## config.mk

```make
export PLATFORM = sky130hd
export DESIGN_NAME = iy_stream_ctrl
export DESIGN_NICKNAME = d
export VERILOG_FILES = /design/src/rtl/iy_stream_ctrl.sv
export SDC_FILE = /design/constraint.sdc
export NUM_CORES = 1
export LEC_CHECK = 0
export ABC_AREA = 1
export BUFFER_PORTS_ARGS = -buffer_cell sky130_fd_sc_hd__buf_2
export CORE_MARGIN = 3
export CORE_UTILIZATION = 45
export CTS_CLUSTER_SIZE = 14
export DETAILED_ROUTE_END_ITERATION = 10
export GPL_ROUTABILITY_DRIVEN = 0
export PLACE_DENSITY = 0.72
export SYNTH_ARGS = -nofsm -noshare
export SYNTH_HDL_FRONTEND = slang
export SYNTH_SLANG_ARGS = --single-unit
```

## constraint.sdc

```tcl
create_clock -name clk -period 4.14 [get_ports clk]
set_clock_uncertainty 0.2 [all_clocks]
set_input_delay 0.207 -clock clk [delete_from_list [all_inputs] [get_ports clk]]
set_output_delay 0.207 -clock clk [all_outputs]
set_load 0.05 [all_outputs]
```

## src/rtl/iy_stream_ctrl.sv

```systemverilog
// Sequences one frame of pixels line by line into the [-1 0 1]/2 row kernel and tags its results.
// Latency: a read of pixel k surfaces as a tagged kernel result 2+KERNEL_LAT cycles later.
// Backpressure: ds_row_ready is sampled only between lines; a started line always streams to completion.
module iy_stream_ctrl #(
    parameter int LINE_LEN   = 64,
    parameter int NUM_LINES  = 48,
    parameter int ADDR_W     = 12,
    parameter int PIX_W      = 12,
    parameter int KERNEL_LAT = 1,
    localparam int POS_W     = (LINE_LEN  > 1) ? $clog2(LINE_LEN)  : 1,
    localparam int LINE_W    = (NUM_LINES > 1) ? $clog2(NUM_LINES) : 1
) (
    input  logic              clk,
    input  logic              reset,
    input  logic              start,
    input  logic [ADDR_W-1:0] frame_base,
    input  logic              ds_row_ready,
    output logic              rd_en,
    output logic [ADDR_W-1:0] rd_addr,
    input  logic [PIX_W-1:0]  rd_data,
    output logic [PIX_W-1:0]  kern_pixel,
    output logic              out_valid,
    output logic [POS_W-1:0]  out_pos,
    output logic [LINE_W-1:0] out_line,
    output logic              busy,
    output logic              done
);

    // One read-data register plus one kernel-input register, then the kernel itself.
    localparam int TAG_DEPTH = 2 + KERNEL_LAT;
    localparam int DRAIN_W   = $clog2(TAG_DEPTH + 1);

    localparam logic [POS_W-1:0]   POS_LAST   = POS_W'(LINE_LEN - 1);
    localparam logic [LINE_W-1:0]  LINE_LAST  = LINE_W'(NUM_LINES - 1);
    localparam logic [DRAIN_W-1:0] DRAIN_LAST = DRAIN_W'(TAG_DEPTH - 1);

    typedef enum logic [2:0] {
        S_IDLE,
        S_WAIT_ROW,
        S_STREAM,
        S_DRAIN,
        S_DONE
    } state_t;

    // Position tag travelling alongside the pixel through the kernel.
    typedef struct packed {
        logic              vld;
        logic [POS_W-1:0]  pos;
        logic [LINE_W-1:0] line;
    } tag_t;

    state_t             state_q;
    state_t             state_d;
    logic [ADDR_W-1:0]  addr_q;
    logic [POS_W-1:0]   pos_q;
    logic [LINE_W-1:0]  line_q;
    logic [DRAIN_W-1:0] drain_q;
    logic               rd_vld_q;
    logic [PIX_W-1:0]   kern_pixel_q;
    tag_t               tag_in;
    tag_t               tag_q [TAG_DEPTH];

    logic pos_last;
    logic line_last;

    assign pos_last  = (pos_q == POS_LAST);
    assign line_last = (line_q == LINE_LAST);

    // State register.
    always_ff @(posedge clk) begin
        if (reset) begin
            state_q <= S_IDLE;
        end else begin
            state_q <= state_d;
        end
    end

    // Next-state logic: line-granular credit check, fixed drain, one-cycle done.
    always_comb begin
        state_d = state_q;
        unique case (state_q)
            S_IDLE: begin
                if (start) begin
                    state_d = S_WAIT_ROW;
                end
            end
            S_WAIT_ROW: begin
                if (ds_row_ready) begin
                    state_d = S_STREAM;
                end
            end
            S_STREAM: begin
                if (pos_last) begin
                    state_d = line_last ? S_DRAIN : S_WAIT_ROW;
                end
            end
            S_DRAIN: begin
                if (drain_q == DRAIN_LAST) begin
                    state_d = S_DONE;
                end
            end
            S_DONE: begin
                state_d = S_IDLE;
            end
            default: begin
                state_d = S_IDLE;
            end
        endcase
    end

    // Address, position and line counters; address is a running linear counter that wraps.
    always_ff @(posedge clk) begin
        if (reset) begin
            addr_q <= '0;
            pos_q  <= '0;
            line_q <= '0;
        end else begin
            unique case (state_q)
                S_IDLE: begin
                    if (start) begin
                        addr_q <= frame_base;
                        pos_q  <= '0;
                        line_q <= '0;
                    end
                end
                S_STREAM: begin
                    addr_q <= addr_q + ADDR_W'(1);
                    if (pos_last) begin
                        pos_q <= '0;
                        if (!line_last) begin
                            line_q <= line_q + LINE_W'(1);
                        end
                    end else begin
                        pos_q <= pos_q + POS_W'(1);
                    end
                end
                default: begin
                end
            endcase
        end
    end

    // Drain timer: counts the cycles needed for the last tag to leave the pipeline.
    always_ff @(posedge clk) begin
        if (reset) begin
            drain_q <= '0;
        end else if (state_q == S_DRAIN) begin
            drain_q <= drain_q + DRAIN_W'(1);
        end else begin
            drain_q <= '0;
        end
    end

    // Pixel path: register returning read data; feed zeros when nothing was read.
    always_ff @(posedge clk) begin
        if (reset) begin
            rd_vld_q     <= 1'b0;
            kern_pixel_q <= '0;
        end else begin
            rd_vld_q     <= rd_en;
            kern_pixel_q <= rd_vld_q ? rd_data : '0;
        end
    end

    // A read at position k completes a full 3-tap window only when k>=2 in the same line.
    always_comb begin
        tag_in = '0;
        if (rd_en && (pos_q >= POS_W'(2))) begin
            tag_in.vld  = 1'b1;
            tag_in.pos  = pos_q - POS_W'(1);
            tag_in.line = line_q;
        end
    end

    // Tag shift pipeline matched to the pixel path plus kernel latency.
    always_ff @(posedge clk) begin
        if (reset) begin
            for (int i = 0; i < TAG_DEPTH; i++) begin
                tag_q[i] <= '0;
            end
        end else begin
            tag_q[0] <= tag_in;
            for (int i = 1; i < TAG_DEPTH; i++) begin
                tag_q[i] <= tag_q[i-1];
            end
        end
    end

    assign rd_en      = (state_q == S_STREAM);
    assign rd_addr    = addr_q;
    assign kern_pixel = kern_pixel_q;
    assign out_valid  = tag_q[TAG_DEPTH-1].vld;
    assign out_pos    = tag_q[TAG_DEPTH-1].pos;
    assign out_line   = tag_q[TAG_DEPTH-1].line;
    assign busy       = (state_q != S_IDLE);
    assign done       = (state_q == S_DONE);

    // Border centers must never be flagged as interior results.
    a_no_border: assert property (@(posedge clk) disable iff (reset)
        out_valid |-> (out_pos != '0) && (out_pos != POS_LAST));

    // Reads only happen while a frame is in progress.
    a_rd_busy: assert property (@(posedge clk) disable iff (reset)
        rd_en |-> busy);

endmodule

```

==> metrics.md, run 1 <==
| Metric | Value |
|---|---|
| Worst Hold Class | primary input to register |
| Synthesized net count | 465 |
| Multi-input gate area | 1260 um^2 |
| Dpl hpwl | 4390 um |
| Syn_area_per_cell | 7.70 um^2 |
| Register area | 1620 um^2 |
| Resize count post-CTS | 0 |
| Pre-Repair DR Iteration Count | 4 |
| Final total power | 2210 uW |
| Critical Path End Type | output port |
| Register bit total from synthesis | 81 |
| Final Critical Period | 2.06 ns |
| GRT Residual Overflow | 0 |
| # port buffers | 67 |
| Vias/cell | 4.53 |
| Register area share after synthesis | 0.489 |
| Max Fclk | 0.485 GHz |
| Post-synth EDFFs | 0 |
| Max-slew headroom | 0.673 |
| Proportion of layout cells with a drive suffix above 1 | 0.213 |
| Synth top area cells | dfxtp_1 (49%), nor2_1 (9.2%), nand2_1 (7.8%) |
| MaxCap Viol Count | 0 |
| Ports | 68 |
| Pwr Density | 550 nW/um^2 |
| Worst-margin pin slew | 0.490 ns |
| Fill cells | 682 |
| Final worst slack | 2.08 ns |
| CTS clk-pin slew, worst paths | 0.09 ns |
| Post-route DRC | 0 |
| TritonCTS Buffers | 9 |
| CORE AREA | 6980 um^2 |
| Hold_buf cts | 20 |
| Crit start category | register |
| Clk Latency, worst-skew pair | 0.34 ns |
| Vias post-DR | 2752 |
| Row count | 30 |
| Net count reported at finish | 541 |
| Worst Path Required | 3.73 ns |
| Async S/R FF share, synth | 0 |
| Post-CTS setup buffers | 0 |
| Final hold vios | 0 |
| Maximum clock path buffer count | 2 |
| Global-route wire length before repair | 11200 um |
| Post-Synthesis Cells | 431 |
| Synth unique cells | 36 |
| Vias in the first global route | 2644 |
| Yosys top cell area share | 0.489 |
| Slew Viols, Final | 0 |
| Die W | 91.9 um |
| Largest fanout on the critical path | 19 |
| Yosys top cell by area | dfxtp_1 |
| Area grow syn2layout | 21.3% |
| H-tree depth reported by CTS | 3 |
| GRT Resource Usage Total | 0.161 |
| Setup WS pre-CTS | 2.26 ns |
| Drt total wl | 6420 um |
| Routed len/inst | 10.6 um |
| Initial Util | 0.475 |
| Main synth FF type | dfxtp_1 |
| Static Leakage | 0.00183 uW |
| CP arrival | 1.65 ns |
| Setup CP Type | register to output port |
| Die height | 91.9 um |
| Die area | 8440 um^2 |
| Iteration-0 DRC Markers | 86 |
| Mapped cell area | 3320 um^2 |
| Post-Layout Cell Count | 608 |
| Largest net degree at the start of global routing | 42 |
| Initial antenna violation count | 0 |
| Synth warnings | 0 |
| Final Cycle Share | 0.498 |
| Antenna viol nets, final | 0 |
| Ant diodes | 0 |
| Worst vdd ir | 0.389 mV |
| Status | finished clean |
| Setup TNS | 0 ns |
| # setup viols final | 0 |
| CTS Root Cell | clkbuf_8 |
| CTS tree | built |
| Placed cells | 572 |
| Sink Count | 81 |
| Unrepaired setup endpoints after global routing | false |
==> routing by layer <==
metal	track usage	routed length [um]
met1	0.196	2990
met2	0.271	3050
met3	0.0361	287
met4	0.0730	99
met5	0	0
==> synthesized netlist by cell type, types with 2 or more instances <==
| cell type | count |
|---|---|
| inv_2 | 3 |
| buf_2 | 3 |
| ha_1 | 6 |
| nor3_1 | 3 |
| nand3_1 | 24 |
| a21oi_1 | 20 |
| xor2_1 | 2 |
| o21ai_0 | 11 |
| nand3b_1 | 3 |
| nand4_1 | 4 |
| nor2_2 | 6 |
| inv_1 | 67 |
| or2_2 | 2 |
| a31oi_1 | 2 |
| o21ai_1 | 3 |
| buf_6 | 4 |
| nand2_2 | 5 |
| clkbuf_1 | 3 |
| nor2_4 | 3 |
| nand2_1 | 69 |
| buf_4 | 13 |
| nor2_1 | 81 |
| dfxtp_1 | 81 |
==> cell type report <==
type / instances / share of cell area
clock buffer: 10 / 0.0342
clock inverter: 6 / 0.0187
inverter: 70 / 0.0653
multi-input combinational: 257 / 0.314
sequential: 81 / 0.403
tap: 96 / 0.0298
timing repair buffer: 88 / 0.135
==> flip-flops by register name, indices dropped and copies added, names as in the netlist <==
name and cells:
kern_pixel 12, pos_q 6, line_q 6, state_q 3, drain_q 2, tag_q 39
rd_addr 12, rd_vld_q 1
==> path summary, 6_finish.rpt <==
path                 startpoint           end  slack (ns)  depth (start not counted)
setup reg to reg       pos_q[1]     line_q[0]        2.33                          7
hold reg to reg     tag_q[0][2]  tag_q[0][15]        0.20                          2
hold / removal    frame_base[6]    rd_addr[6]        0.03                          5
setup / recovery     state_q[2]         rd_en        2.08                          4
==> cell families after synthesis <==
kind of cell             after synthesis  synth area share
adder cells (fa/ha/maj)                6            0.0226
multiplexers                           1           0.00302
XOR/XNOR                               2           0.00528
buffers and inverters                 93             0.130
AO/OA/AOI/OAI                         44            0.0762
flip-flops                            81             0.489
AND/OR/NAND/NOR                      204             0.274
==> metrics by stage <==
step	instance area, um^2	utilization	hold WS (ns)
4_1_cts	4030	0.577	0.00695
5_1_grt	4030	0.577	0.0664
3_3_place_gp	3610	0.517	0.189
6_report	4030	0.577	0.0261
2_1_floorplan	3320	-	0.0921
3_5_place_dp	3610	0.517	0.192
==> critical path, stage by stage, from the launching register on <==
cell	delay (ns)
dfxtp_1	0.34
inv_1	0.11
nand2_2	0.10
nor2_4	0.40
buf_2	0.36
==> placed cells by master, fill, tap and decap left out, drive strengths merged, types with 6 or more instances in the layout <==
cell,Yosys,routed
nand2,75,75
inv,70,72
ha,6,6
nor2,91,91
nand3,25,25
dfxtp,81,81
dlygate4sd3,0,20
clkbuf,3,10
buf,20,68
o21ai,15,15
a21oi,21,21
==> power breakdown <==
| part | leakage [uW] | total, uW | internal [uW] | switching [uW] |
|---|---|---|---|---|
| Clock | 0.000105 | 598 | 303 | 294 |
| Combinational | 0.00107 | 703 | 197 | 507 |
| Sequential | 0.000656 | 912 | 844 | 68.1 |
No activity file was read; power rests on OpenSTA's default activity.
==> run 2: changes to the inputs <==
clock period = 1.9 ns   (was 4.14 ns; I/O delays follow)
==> run 2 against run 1 <==
- first-iteration DRC count is 63% higher
- via count is 2.8% higher
- highest routed layer unchanged
- sequential share of layout area is 1.1 points lower
- power is 120% higher
- die area stayed put
- design area is 3.1% higher
- cell count is 2.1% higher
==> metrics.md, run 2 (synthesis gave the netlist of run 1 again) <==
| Metric | Value |
|---|---|
| Die area | 8440 um^2 (unchanged) |
| Worst vdd ir | 0.781 mV (+100%) |
| Setup TNS | 0 ns (unchanged) |
| Commonest non-fill, non-tap cell in the layout | nor2_1 |
| Largest Register | tag_q |
| Total internal power | 2970 uW (+120%) |
| Most frequent cells in the layout | nor2_1 (81), dfxtp_1 (79), nand2_1 (68) |
| Worst Path Required | 1.60 ns (-2.13 ns) |
| Slowest stage delay, CP | 0.43 ns (+0.03 ns) |
| GRT Residual Overflow | 0 (unchanged) |
| Crit start category | register |
| CTS clk-pin slew, worst paths | 0.09 ns (about the same) |
| Worst-path cell with the longest stage delay | dfxtp_1 |
| Final total power | 4920 uW (+120%) |
| Max Fclk | 0.567 GHz |
| Design Area, Final | 4150 um^2 (+3.1%) |
| Sink Count | 81 (unchanged) |
| CTS tree | built |
| Static Leakage | 0.00188 uW (+3.0%) |
| Largest fanout on the critical path | 10 (-9) |
| Max-slew headroom | 0.763 (+0.0905) |
| # setup viols final | 0 (unchanged) |
| CTS Root Cell | clkbuf_8 |
| Status | finished clean |
| Global-route wire length before repair | 11700 um (+4.8%) |
| Net count reported at finish | 554 (+2.4%) |
| Reg power frac | 0.404 (-0.008) |
| Post-DP Area | 3640 um^2 (+0.87%) |
| # port buffers | 67 (unchanged) |
| Post-route DRC | 0 (unchanged) |
| Final hold vios | 0 (unchanged) |
| Initial antenna violation count | 0 (unchanged) |
| Ant diodes | 0 (unchanged) |
| Slew Viols, Final | 0 (unchanged) |
| Critical path cell sequence | inv_2 > nor2_4 > buf_4 > buf_2 |
| Fill cells | 647 (-5.1%) |
| Gate power share | 0.328 (+0.010) |
| Pre-Repair DR Iteration Count | 4 (unchanged) |
| GRT Resource Usage Total | 0.171 (+0.00924) |
| TritonCTS Buffers | 9 (unchanged) |
| Register area | 1620 um^2 (+0.15%) |
| Pwr Density | 1190 nW/um^2 (+120%) |
| Die W | 91.9 um (unchanged) |
| MaxCap Viol Count | 0 (unchanged) |
| Row count | 30 (unchanged) |
| Maximum clock path buffer count | 2 (unchanged) |
| CP arrival | 1.47 ns (-0.18 ns) |
| Iteration-0 DRC Markers | 140 (+63%) |
| Ports | 68 (unchanged) |
| Switching pwr | 1950 uW (+120%) |
| Worst Hold Class | register to register |
| Die height | 91.9 um (unchanged) |
| Largest net degree at the start of global routing | 30 (-29%) |
| Unrepaired setup endpoints after global routing | false |
| Initial Util | 0.475 (unchanged) |
| Antenna viol nets, final | 0 (unchanged) |
| Clock Power Share | 0.268 (-0.002) |
| Area grow syn2layout | 25.0% |
| H-tree depth reported by CTS | 3 (unchanged) |
| Critical Path End Type | output port |
| Clk Latency, worst-skew pair | 0.36 ns (+0.02 ns) |
| CORE AREA | 6980 um^2 (unchanged) |
| Vias in the first global route | 2599 (-1.7%) |
| Proportion of layout cells with a drive suffix above 1 | 0.227 (+0.0138) |
| Number of flip-flops in the largest register | 39 (unchanged) |
| Final Critical Period | 1.77 ns |
| Dpl hpwl | 4520 um (+2.9%) |
| Net Sw Frac | 0.397 (+0.00388) |
| Vias/cell | 4.56 (+0.65%) |
| Vias post-DR | 2829 (+2.8%) |
| Drt total wl | 6810 um (+6.0%) |
| Multi-input gate area | 1270 um^2 (+0.59%) |
| Routed len/inst | 11.0 um (+3.8%) |
| Setup CP Type | register to output port |
| Final Cycle Share | 0.929 |
| Worst-margin pin slew | 0.354 ns (-0.136 ns) |
==> run 2: changes by cell type in the layout (fill, tap and decap cells not counted), moves of 2 or more <==
| cell | change |
|---|---|
| dlygate4sd3_1 | +7 |
| buf_4 | +6 |
| inv_6 | +3 |
| clkinv_4 | -2 |
| dfxtp_1 | -2 |
| dfxtp_2 | +2 |
==> run 2: per-layer routing <==
| metal | track usage | vias up | routed length [um] |
|---|---|---|---|
| met5 | 0 | - | 0 |
| met3 | 0.0377 | 9 | 403 |
| li1 | - | 1491 | - |
| met4 | 0.0644 | 0 | 111 |
| met1 | 0.217 | 1244 | 3070 |
| met2 | 0.283 | 85 | 3220 |
==> run 2: critical path, delay by kind of cell (launching register included) <==
kind	cells	cell delay (ns)
buf+inv	3	0.57
flops	1	0.43
simple gates	1	0.12
==> run 2: layout make-up <==
type,count,share of cell area
multi-input combinational,257,0.307
sequential,81,0.391
clock buffer,9,0.0299
tap,96,0.0290
clock inverter,7,0.0202
timing repair buffer,101,0.159
inverter,70,0.0642
==> run 2: what timing repair did <==
action,in CTS,in global routing
gates resized for setup,0,4
endpoints found under the setup margin,0,14
hold endpoints to repair,37,0
setup buffers,0,2
hold buffers,27,0
==> run 2: worst paths after layout <==
path / start / to / slack (ns) / depth (start not counted)
max: state_q[1] / rd_en / 0.13 / 4
min: tag_q[0][9] / tag_q[0][22] / 0.20 / 2
max reg2reg: pos_q[0] / line_q[0] / 0.18 / 8
min reg2reg: tag_q[0][9] / tag_q[0][22] / 0.20 / 2
==> run 2: power by group through the flow <==
stage | sequential (uW) | combinational [uW] | clock (uW)
after floorplan | 2290 | 939 | 0
after global placement | 2020 | 1500 | 0
after detailed placement | 2020 | 1520 | 0
after CTS | 1990 | 1570 | 1350
after global routing | 2010 | 1780 | 1420
final | 1990 | 1620 | 1320
==> run 2: metrics by stage <==
stage          instances  hold slack, ns  setup slack (ns)   util
4_1_cts              619           0.205            0.0887  0.590
3_5_place_dp         576           0.112             0.121  0.522
2_1_floorplan        431         -0.0199          0.000927      -
6_report             621           0.198             0.135  0.594
3_3_place_gp         576           0.105             0.199  0.522
5_1_grt              621           0.218            0.0156  0.594
